===== src/rtl/register_serializer.sv =====
// Parallel-in/serial-out shifter for one WIDTH-bit word; out_valid rises the cycle after acceptance.
// The current bit holds while out_ready is low; in_ready is high only in IDLE, so upstream stalls while a word drains.
module register_serializer #(
  parameter int WIDTH     = 32,
  parameter bit MSB_FIRST = 1'b0
) (
  input  logic             clk,
  input  logic             reset,
  input  logic [WIDTH-1:0] in_data,
  input  logic             in_valid,
  output logic             in_ready,
  output logic             out_bit,
  output logic             out_valid,
  input  logic             out_ready,
  output logic             out_last,
  output logic             busy,
  output logic             done
);

  localparam int CW = (WIDTH > 1) ? $clog2(WIDTH) : 1;
  localparam logic [CW-1:0] LAST = CW'(WIDTH - 1);

  typedef enum logic [1:0] {
    IDLE,
    SHIFT,
    DONE
  } state_t;

  state_t           state, state_nxt;
  logic [WIDTH-1:0] shreg, shreg_nxt;
  logic [CW-1:0]    cnt,   cnt_nxt;

  always_ff @(posedge clk) begin
    if (reset) begin
      state <= IDLE;
      shreg <= '0;
      cnt   <= '0;
    end else begin
      state <= state_nxt;
      shreg <= shreg_nxt;
      cnt   <= cnt_nxt;
    end
  end

  always_comb begin
    state_nxt = state;
    shreg_nxt = shreg;
    cnt_nxt   = cnt;
    case (state)
      IDLE: begin
        if (in_valid) begin
          shreg_nxt = in_data;
          cnt_nxt   = '0;
          state_nxt = SHIFT;
        end
      end
      SHIFT: begin
        if (out_ready) begin
          // Shift toward whichever end feeds out_bit, zero-filling behind.
          shreg_nxt = MSB_FIRST ? {shreg[WIDTH-2:0], 1'b0} : {1'b0, shreg[WIDTH-1:1]};
          if (cnt == LAST) begin
            cnt_nxt   = '0;
            state_nxt = DONE;
          end else begin
            cnt_nxt = cnt + 1'b1;
          end
        end
      end
      DONE:    state_nxt = IDLE;
      default: state_nxt = IDLE;
    endcase
  end

  assign in_ready  = (state == IDLE);
  assign out_valid = (state == SHIFT);
  assign out_bit   = (state == SHIFT) && (MSB_FIRST ? shreg[WIDTH-1] : shreg[0]);
  assign out_last  = (state == SHIFT) && (cnt == LAST);
  assign busy      = (state != IDLE);
  assign done      = (state == DONE);

endmodule


===== config.mk =====
export PLATFORM = sky130hd
export DESIGN_NAME = register_serializer
export DESIGN_NICKNAME = d
export VERILOG_FILES = /design/src/rtl/register_serializer.sv
export SDC_FILE = /design/constraint.sdc
export NUM_CORES = 1
export LEC_CHECK = 0
export CORE_MARGIN = 2
export CORE_UTILIZATION = 40
export CTS_CLUSTER_SIZE = 14
export DETAILED_ROUTE_END_ITERATION = 10
export HOLD_SLACK_MARGIN = 0.06
export PLACE_DENSITY_LB_ADDON = 0.1
export SLEW_MARGIN = 20
export SYNTH_ARGS = -nofsm -noshare
export SYNTH_HDL_FRONTEND = slang
export SYNTH_SLANG_ARGS = --single-unit

===== constraint.sdc =====
create_clock -name clk -period 1.5 [get_ports clk]
set_input_delay 0.3 -clock clk [delete_from_list [all_inputs] [get_ports clk]]
set_output_delay 0.3 -clock clk [all_outputs]
set_load 0.05 [all_outputs]

After elaboration in Yosys (flattened, before gate mapping)
Cells that the tools add are included.
{"block": "op_classes", "add_sub_neg": 1, "n_eq_ne": 6, "n_mux": 11, "reduce_logical": 7}
{"cell": "32-bit two-way mux", "count": 2}
{"cell": "32-bit one-hot mux with 2 select lines", "count": 1}
{"cell": "5-bit two-way mux", "count": 3}
{"cell": "5-bit one-hot mux with 2 select lines", "count": 1}
{"cell": "2-bit two-way mux", "count": 3}
{"cell": "3-bit AND reduction", "count": 2}
{"cell": "5-bit by 1-bit adder with 5-bit output, second input constant", "count": 1}
{"cell": "5-bit == test, second input constant", "count": 1}
{"cell": "2-bit by 1-bit != test with 1-bit output, second input constant", "count": 2}
{"cell": "2-bit one-hot mux with 2 select lines", "count": 1}
{"cell": "2-bit nonzero test", "count": 2}
{"cell": "2-bit by 1-bit == test with 1-bit output, second input constant", "count": 1}
{"cell": "2-bit == test, second input constant", "count": 1}
{"cell": "1-bit logical AND", "count": 2}
{"cell": "2-bit zero test", "count": 1}
{"cell": "2-bit != test, second input constant", "count": 1}
{"block": "word_totals", "register_bits": 39, "input_bits": 36, "out_inout_bits": 6, "word_cells": 28}

Logic depth before layout (Yosys ltp)
{"block": "logic_depth", "word_depth": 4, "mapped_depth": 6, "ltp_nobuf": 6}

Worst setup path before layout
OpenSTA, ideal clock, no wires.
{"block": "synth_timing", "path_type": "register to output", "from": "register state[1]", "to": "output port busy", "arrival_ps": 1648, "required_time_ps": 1200, "slack_ps": -448, "stages_incl_launch_ff": 4, "n_path_buf": 1, "path_cell_list": "dfxtp_1 buf_2 nor2_1 inv_1"}
{"block": "synth_via", "elab_chain_cells": 1}
{"element": "start: declaration", "line_no": "29", "rtl": "state_t state, state_nxt;"}
{"element": "start signal: assignment", "line_no": "39", "rtl": "state <= state_nxt;"}
{"element": "2-bit nonzero test", "line_no": "78", "rtl": "assign busy = (state != IDLE);"}
{"element": "end: declaration", "line_no": "16", "rtl": "output logic busy,"}
No other way between the ends.

Worst setup path after layout
{"block": "layout_timing", "from": "register cnt[1]", "to": "output port out_last"}
{"block": "layout_via", "elab_chain_cells": 2}
{"element": "start: declaration", "line_no": "31", "rtl": "logic [CW-1:0] cnt, cnt_nxt;"}
{"element": "start signal: assignment", "line_no": "41", "rtl": "cnt <= cnt_nxt;"}
{"element": "5-bit == test", "line_no": "77", "rtl": "assign out_last = (state == SHIFT) && (cnt == LAST);"}
{"element": "1-bit logical AND", "line_no": "77"}
{"element": "end: declaration", "line_no": "15", "rtl": "output logic out_last,"}
No other way between the ends.

==> results.yml <==
outcome:
  status: "finished, violations left"
  violations: "negative setup slack"
cells_and_area:
  n_antenna_cell: 0
  fillers: 473
  area_growth_pct: 34.38
  finalNonFillerCells: 319
  nets: 285
  stdcell_area_um2: 3115
  multi_input_area_um2: 1375
  seq_area_um2: 788.3
  drive_gt1_share_pct: 48.99
global_route:
  grt_start_max_net_pins: 44
  grt-ovfl-total: 0
  grt_pass1_vias: 1756
  antenna_found_initial: 0
  grt_pass1_wl_mm: 8.445
  grt_use_total_pct: 16.64
synthesis:
  ys_top_cells_by_area: "dfxtp_1 34%, a311oi_2 20%, mux2i_1 14%, a21oi_2 11%, buf_12 3.5%"
  syn_inst: 198
  synth_fp_nets: 236
  synth-warning-count: 0
  ys_seq_area_share_pct: 33.68
  synth_top_cell_area_share_pct: 33.68
  synth_cell_types: 30
  ys_seq_elements: 39
  postSynthAreaPerCell_um2: 11.71
  netlist_area_um2: 2318
  yosysTopAreaCell: "dfxtp_1"
run:
  cap_violations: 0
power_and_ir_drop:
  p_int_mw: 1.856
  power_frac_comb_pct: 26.1
  power_density_nw_per_um2: 831.1
  switching_power_mw: 0.7336
  p_leak_nw: 1.188
  switching_share_pct: 28.33
  ir_drop_mv: 0.4164
  seqPwrFrac_pct: 45.7
  p_clk_share_pct: 28.2
  power.total_mw: 2.589
clocking:
  cts_tree: "done"
  clkSlewWorstSetupHoldPaths_ns: 0.08
  root_buffer: "clkbuf_8"
  numCtsBuffers: 5
  worstSkewPairLatency_ns: 0.29
  htree_levels: 2
  cts.sinks: 39
  clockBufferDepth: 2
drt:
  ant_nets: 0
  wl_per_cell_um: 16.03
  first_iter_violations: 84
  viasPerCell: 5.533
  finalWirelength_mm: 5.115
  drc_errors: 0
  vias: 1765
  drtPass1Iterations: 4
timing:
  setup_violations: 4
  rsz0062_at_grt: "yes"
  setup_tns_ns: -0.5606
  worst_pin_slew_ns: 0.4196
  drv_slew: 0
  finalHoldViolations: 0
  slew_headroom_pct: 72.03
  period_share_pct: 114.1
  fin_crit_ns: 1.711
  fmax_ghz: 0.5844
  skew_ns: 0.004189
  fin_ws_ns: -0.2110
placement:
  place_congestion: 0.6792
  port-buffer-count: 41
  post-place-ws_ns: -0.2729
  post-place-cells: 303
  dpl-instance-area_um2: 2836
  hpwl_mm: 3.344
floorplanning:
  rows: 27
  die_h_um: 80.13
  coreArea_um2: 5540
  die_w_um: 80.13
  start_util_pct: 41.85
  fp.dieArea_um2: 6421
  io_pins: 42
hold_path:
  hold_class: "input pin to flip-flop"
setup_path:
  worstPathRequired_ns: 1.20
  endpoint_kind: "output port"
  crit_path_max_fanout: 2
  path_class: "flip-flop to output port"
  cp.arrival_ns: 1.41
  crit_path_start_kind: "flip-flop"
## placed cells by master, fill, tap and decap left out, types with 2 or more instances in the layout
cell type | synthesis | layout
a21oi_1 | 7 | 6
a21oi_2 | 29 | 30
a311oi_2 | 31 | 31
and2_4 | 0 | 2
buf_12 | 4 | 11
buf_4 | 2 | 17
buf_8 | 4 | 3
clkbuf_8 | 0 | 6
clkdlybuf4s50_1 | 0 | 33
dfxtp_1 | 39 | 35
dfxtp_2 | 0 | 3
ha_4 | 0 | 2
inv_1 | 5 | 2
inv_2 | 0 | 2
mux2i_1 | 32 | 31
nand3_1 | 4 | 4
nand4_1 | 2 | 2
nor2_4 | 0 | 2
o21ai_0 | 5 | 4
## registers in the layout, summed over array words and instances (netlist names)
register	count
shreg	32
cnt	5
state	2
## repair_timing
action,4_1_cts,5_1_grt
endpoints found under the setup margin,7,13
gates resized for setup,20,12
hold buffers,0,0
gates cloned,0,0
pin swaps,6,7
hold endpoints to repair,0,0
buffers inserted,7,3
## cell families (layout without fill, tap and decap cells)
group                    after synthesis  count (layout)  synth area share (%)
AO/OA/AOI/OAI                         75              75                 34.65
adder cells (fa/ha/maj)                2               2                 1.079
buffers and inverters                 30              79                 10.96
flip-flops                            39              39                 33.68
multiplexers                          33              33                 14.46
AND/OR/NAND/NOR                       19              19                 5.181
## cell type report
cell class / count / share of cell area, %
sequential: 39 / 25.30
tap: 72 / 2.892
timing repair buffer: 67 / 24.14
clock inverter: 1 / 0.1606
multi-input combinational: 129 / 44.14
clock buffer: 6 / 2.651
inverter: 5 / 0.7229
## through the flow
| stage | hold WS (ns) | util (%) |
|---|---|---|
| 2_1_floorplan | 0.4490 | - |
| 3_5_place_dp | 0.4744 | 51.20 |
| 5_1_grt | 0.4050 | 56.23 |
| 3_3_place_gp | 0.4672 | 51.20 |
| 6_report | 0.3851 | 56.23 |
| 4_1_cts | 0.4274 | 55.35 |
## Yosys cell counts
master / instances
dfxtp_1: 39
mux2i_1: 32
a311oi_2: 31
a21oi_2: 29
a21oi_1: 7
buf_2: 7
clkbuf_1: 5
inv_1: 5
o21ai_0: 5
buf_12: 4
buf_8: 4
nand3_1: 4
and2_1: 2
and3_1: 2
buf_4: 2
clkbuf_4: 2
ha_1: 2
nand2b_1: 2
nand4_1: 2
nor2_1: 2
a211oi_1: 1
buf_6: 1
mux2_4: 1
nand3b_1: 1
nand4b_1: 1
nor3_1: 1
nor3b_2: 1
nor4b_1: 1
o31ai_1: 1
o32ai_1: 1
## layer usage
layer | vias to the layer above | global-route usage, % | wire (um)
met5 | - | 0 | 0
li1 | 857 | - | -
met3 | 9 | 3.933 | 204
met2 | 37 | 27.58 | 2504
met4 | 0 | 5.085 | 80
met1 | 862 | 21.36 | 2326
## final timing paths
kind,startpoint,to,slack (ns),cells past startpoint
worst max-delay path,cnt[1],out_last,-0.21,5
worst min-delay path,in_valid,shreg[31],0.39,3
worst max register to register,cnt[1],cnt[0],-0.17,8
worst min register to register,shreg[31],shreg[31],0.49,2
## power by group through the flow
| stage | clock network (mW) | registers, mW | logic [mW] |
|---|---|---|---|
| 2_1_floorplan | 0 | 1.19 | 0.478 |
| 3_5_place_dp | 0 | 1.20 | 0.639 |
| 6_report | 0.730 | 1.18 | 0.676 |
| 4_1_cts | 0.761 | 1.18 | 0.664 |
| 5_1_grt | 0.802 | 1.19 | 0.725 |
| 3_3_place_gp | 0 | 1.20 | 0.621 |
## worst max-delay path, stage by stage (launching register included)
cell,delay [ns]
dfxtp_2,0.34
ha_4,0.15
and3_4,0.18
ha_4,0.16
and2_4,0.14
buf_8,0.14
No activity file was read; power rests on OpenSTA's default activity.
